===== src/rtl/e203_reset_src.sv =====
// System reset request source: merges external, watchdog, debug and keyed software
// reset requests into a minimum-width reset pulse with a cooldown gap and cause logging.
module e203_reset_src #(
  parameter int unsigned MIN_PULSE = 16,
  parameter int unsigned COOLDOWN  = 4
) (
  input  logic       clk,
  input  logic       rst,
  input  logic       test_mode,
  input  logic       ext_rst_req_i,
  input  logic       wdt_rst_req_i,
  input  logic       dbg_ndm_rst_i,
  input  logic       sw_rst_req_i,
  input  logic [7:0] sw_rst_key_i,
  input  logic       cause_clr_i,
  output logic       rst_req_o,
  output logic [4:0] rst_cause_o,
  output logic [7:0] rst_cnt_o,
  output logic       key_err_o
);

  typedef enum logic [1:0] {
    IDLE   = 2'd0,
    ASSERT = 2'd1,
    HOLD   = 2'd2,
    COOL   = 2'd3
  } state_e;

  localparam logic [7:0] SW_KEY     = 8'hA5;
  localparam logic [7:0] PULSE_LAST = 8'(MIN_PULSE - 1);
  localparam logic [7:0] COOL_LAST  = 8'(COOLDOWN - 1);

  state_e     state_q, state_d;
  logic [7:0] cnt_q, cnt_d;
  logic       pending_q, pending_d;
  logic       rst_req_q, rst_req_d;
  logic [4:0] cause_q, cause_d;
  logic [7:0] rst_cnt_q, rst_cnt_d;
  logic       key_err_q, key_err_d;

  logic sw_ok, level_any, valid, enter_assert;

  assign sw_ok     = sw_rst_req_i && (sw_rst_key_i == SW_KEY);
  assign level_any = ext_rst_req_i || wdt_rst_req_i || dbg_ndm_rst_i;
  assign valid     = level_any || sw_ok;

  // NOTE: every signal written here gets a default first, so no path leaves it unassigned (no latch).
  always_comb begin
    state_d   = state_q;
    cnt_d     = cnt_q;
    pending_d = pending_q;

    unique case (state_q)
      IDLE: begin
        if (valid) begin
          state_d = ASSERT;
          cnt_d   = '0;
        end
      end
      ASSERT: begin
        cnt_d = cnt_q + 8'd1;
        if (cnt_q == PULSE_LAST) begin
          if (level_any) begin
            state_d = HOLD;
          end else begin
            state_d = COOL;
            cnt_d   = '0;
          end
        end
      end
      HOLD: begin
        if (!level_any) begin
          state_d = COOL;
          cnt_d   = '0;
        end
      end
      COOL: begin
        cnt_d = cnt_q + 8'd1;
        if (valid) pending_d = 1'b1;
        if (cnt_q == COOL_LAST) begin
          // A request landing in the final gap cycle must not be lost on the way to IDLE.
          if (pending_q || valid) begin
            state_d = ASSERT;
            cnt_d   = '0;
          end else begin
            state_d = IDLE;
          end
        end
      end
      default: state_d = IDLE;
    endcase

    enter_assert = (state_d == ASSERT) && (state_q != ASSERT);
    if (enter_assert) pending_d = 1'b0;

    rst_req_d = (state_d == ASSERT) || (state_d == HOLD);
    rst_cnt_d = (enter_assert && rst_cnt_q != 8'hFF) ? rst_cnt_q + 8'd1 : rst_cnt_q;
    cause_d   = (cause_clr_i ? 5'b00000 : cause_q)
              | {dbg_ndm_rst_i, sw_ok, wdt_rst_req_i, ext_rst_req_i, 1'b0};
    key_err_d = sw_rst_req_i && (sw_rst_key_i != SW_KEY);
  end

  // NOTE: sequential state uses non-blocking assignments so all registers update together at the edge.
  always_ff @(posedge clk or posedge rst) begin
    if (rst) begin
      state_q   <= IDLE;
      cnt_q     <= '0;
      pending_q <= 1'b0;
      rst_req_q <= 1'b0;
      cause_q   <= 5'b00001;
      rst_cnt_q <= '0;
      key_err_q <= 1'b0;
    end else begin
      state_q   <= state_d;
      cnt_q     <= cnt_d;
      pending_q <= pending_d;
      rst_req_q <= rst_req_d;
      cause_q   <= cause_d;
      rst_cnt_q <= rst_cnt_d;
      key_err_q <= key_err_d;
    end
  end

  // DFT mode masks the request without disturbing the sequencing behind it.
  assign rst_req_o   = rst_req_q && !test_mode;
  assign rst_cause_o = cause_q;
  assign rst_cnt_o   = rst_cnt_q;
  assign key_err_o   = key_err_q;

endmodule


===== config.mk =====
export PLATFORM = sky130hd
export DESIGN_NAME = e203_reset_src
export DESIGN_NICKNAME = d
export VERILOG_FILES = /design/src/rtl/e203_reset_src.sv
export SDC_FILE = /design/constraint.sdc
export NUM_CORES = 1
export LEC_CHECK = 0
export ABC_AREA = 1
export BUFFER_PORTS_ARGS = -buffer_cell sky130_fd_sc_hd__buf_2
export CAP_MARGIN = 40
export CORE_MARGIN = 4
export CORE_UTILIZATION = 57
export CTS_CLUSTER_DIAMETER = 100
export DETAILED_ROUTE_END_ITERATION = 8
export PLACE_DENSITY = 0.84
export SYNTH_ARGS = -nofsm -noshare
export SYNTH_HDL_FRONTEND = slang
export SYNTH_SLANG_ARGS = --single-unit

===== constraint.sdc =====
create_clock -name clk -period 4.7 [get_ports clk]
set_clock_uncertainty 0.2 [all_clocks]
set_input_delay 0.235 -clock clk [delete_from_list [all_inputs] [get_ports clk]]
set_output_delay 0.235 -clock clk [all_outputs]
set_load 0.05 [all_outputs]

==> summary.md <==
| Metric | Value |
|---|---|
| IO Port Bufs | 30 |
| Mean routed wirelength per cell | 13.3 um |
| Post-route setup TNS | 0 ns |
| Netlist cell types | 21 |
| Final number of hold-violating endpoints | 0 |
| Largest delay contributor family on the critical path | compound AO/OA/AOI/OAI gates |
| Pre-antenna DRT Iters | 4 |
| MaxCap Viol Count | 0 |
| Final RePlAce weighted congestion | 0.839 |
| Run status | finished, final reports clean |
| Crit-path max FO | 9 |
| Number of vias after detailed routing | 1274 |
| CTS tree | yes |
| Synthesized instance count | 167 |
| Crit Path Class | reg2reg |
| Post CTS Setup Buffer Count | 0 |
| Largest net degree at the start of global routing | 15 |
| Number of flip-flops and latches in the synthesized netlist | 26 |
| Cell chosen for the clock root | clkbuf_4 |
| Synthesized area | 0.00137 mm^2 |
| Placement Rows | 17 |
| Leak pwr | 0.859 nW |
| Top-level I/O count | 31 |
| Layout Cell Area excl Fill | 0.00166 mm^2 |
| Arrival time worst endpoint | 2.64 ns |
| Post-Synthesis Mean Instance Area | 8.17 um^2 |
| Worst path max stage delay | 0.43 ns |
| Clock transition at the registers of the reported paths | 0.13 ns |
| Slew at the pin closest to its max-slew limit | 0.504 ns |
| Unrepaired setup endpoints after global routing | no |
| Starting utilization of the core area | 60.5% |
| Endpoint class of the critical path | flop |
| Number of fillers in the final layout | 180 |
| Vias per cell | 5.40 |
| Total stage count of the critical path | 13 |
| Ratio of total power to cell area | 513 mW/mm^2 |
| H-tree depth reported by CTS | 1 |
| Upper clock frequency limit | 0.382 GHz |
| TritonCTS sink count | 26 |
| Category of the worst setup path launch point | flop |
| Worst-path cell with the longest stage delay | dfrtp_1 |
| Hold buffer count at CTS | 6 |
| Final net count | 228 |
| Diode insertion count for antenna repair | 0 |
| CTS resizes | 0 |
| Critical path, cell by cell | ha_1 > nand2_1 > inv_1 > nand2_1 > nor2_1 > a21oi_1 > nor2_1 > a21boi_0 > ha_1 > o21ai_2 > a21oi_4 > nand4_1 > xnor2_1 |
| Most frequent cells in the layout | nand2_1, buf_2, inv_1, dfrtp_1, nor2_1 |
| Pins Over Slew Limit | 0 |
| Placed wire-length estimate | 2.36 mm |
| Worst setup slack after layout | 2.08 ns |
| Vias in the first global route | 1346 |
| Number of nets produced by synthesis | 186 |
| Standard cell area after detailed placement | 0.00157 mm^2 |
| Count of final setup violators | 0 |
| Synth top area share | 45.8% |
| Yosys top cell by area | dfrtp_1 |
| Most frequent standard cell in the layout excluding fill and tap cells | nand2_1 |
| Worst slew margin relative to its limit | 66.3% |
| Height of the die | 56.9 um |
| Leading cell types by total area after synthesis | dfrtp_1, nand2_1, inv_1 |
| TritonCTS buffer count | 3 |
| Placeable core region | 0.00225 mm^2 |
| Minimum setup slack among reg-to-reg paths | 2.08 ns |
| Yosys warning count | 0 |
| Maximum resistive drop on vdd | 390 uV |
| CP Launch Point | cnt_q[0] |
| Die Width | 56.9 um |
| Starting DRT DRC Count | 40 |
| DRT Wirelength | 3.14 mm |
| Part of the Yosys area used for sequential elements | 47.8% |
| Total routing resource utilization after global routing | 22.2% |
| Setup slack after placement | 2.12 ns |
| Required time at the endpoint of the critical path | 4.72 ns |
| Length in cells of the worst reg-to-reg path | 13 |
| Grt ovf | 0 |
| Post-layout min period | 2.62 ns |
| Wire length of the first global-routing pass | 5.75 mm |
| Endpoint of the worst register-to-register path | rst_cnt_o[4] |
| Floorplan die area | 0.00324 mm^2 |
| Combined buffer and inverter count along the critical path | 1 |
| Beginning of the worst register-to-register path | cnt_q[0] |
| Crit share post-route | 55.8% |
| # DRC | 0 |
| Area growth from synthesis to layout | 21.7% |
| Core Util, Final | 73.7% |
| Clock network latency to the later pin of the worst-skew pair | 0.33 ns |
| Maximum clock path buffer count | 2 |
| Count of antenna-violating nets left after detailed routing | 0 |
| Worst setup path end | rst_cnt_o[4] |
| Number of antenna violations at the first check in global routing | 0 |
| Layout cell share with drive strength beyond 1 | 19.7% |
| Worst hold path class | in2reg |
==> power by group <==
| part | switching, mW | internal, mW |
|---|---|---|
| registers | 0.0636 | 0.282 |
| logic | 0.271 | 0.122 |
| clock network | 0.0671 | 0.0475 |
==> how the worst min path moves through the flow <==
stage,startpoint,to,slack [ns],cells after the start
floorplan,rst,cnt_q[0],0.07,1
global placement,cause_clr_i,rst_cause_o[0],0.21,2
detailed placement,rst,rst_cause_o[4],0.09,2
CTS,sw_rst_key_i[3],key_err_o,0.07,5
global route,sw_rst_key_i[5],key_err_o,0.11,4
finish,sw_rst_key_i[3],key_err_o,0.08,5
==> layer usage <==
layer,global-route usage (%),part of all wire (%)
met1,26.8,39
met5,0,0
met2,39.8,53
met3,2.71,5.8
met4,9.27,2.3
==> cells by family after synthesis <==
| logic type | count (synthesis) | share of synthesized area [%] |
|---|---|---|
| AO/OA/AOI/OAI | 24 | 12.2 |
| XOR/XNOR | 8 | 5.13 |
| adder cells (fa/ha/maj) | 3 | 2.75 |
| buffers and inverters | 30 | 8.25 |
| flip-flops | 26 | 47.8 |
| AND/OR/NAND/NOR | 76 | 23.9 |
==> tightest hold or removal path: cells and delay by family <==
family          cells  cell delay (ns)
simple gates        2             0.09
compound gates      1             0.13
buf+inv             2             0.10
==> flip-flops by register name, summed over array words and instances (netlist names) <==
signal       flops
key_err_o        1
rst_cause_o      5
rst_cnt_o        8
rst_req_q        1
pending_q        1
state_q          2
cnt_q            8
==> cell usage after synthesis, drive strengths merged <==
master,instances
a21boi,2
a21oi,4
clkinv,1
dfrtp,25
dfstp,1
ha,3
inv,29
nand2,43
nand3,9
nand4,6
nor2,17
nor3,1
o211ai,6
o21ai,9
o21bai,3
xnor2,6
xor2,2
==> layout make-up <==
class / count / area [um^2] / share of cell area (%)
repair buffers: 37 / 225 / 13.6
inverters: 30 / 113 / 6.78
flip-flops and latches: 26 / 652 / 39.2
multi-input cells: 111 / 601 / 36.1
well taps: 28 / 35.0 / 2.11
clock buffers: 4 / 36.3 / 2.18
==> stage by stage <==
stage                     total power [mW]  hold WS (ns)  instances
after floorplan                      0.637        0.0675        167
after CTS                            0.859        0.0690        236
final                                0.853        0.0751        236
after global routing                 0.926         0.111        236
after global placement               0.715         0.213        225
after detailed placement             0.738        0.0922        226
(Power assumes the default switching activity.)
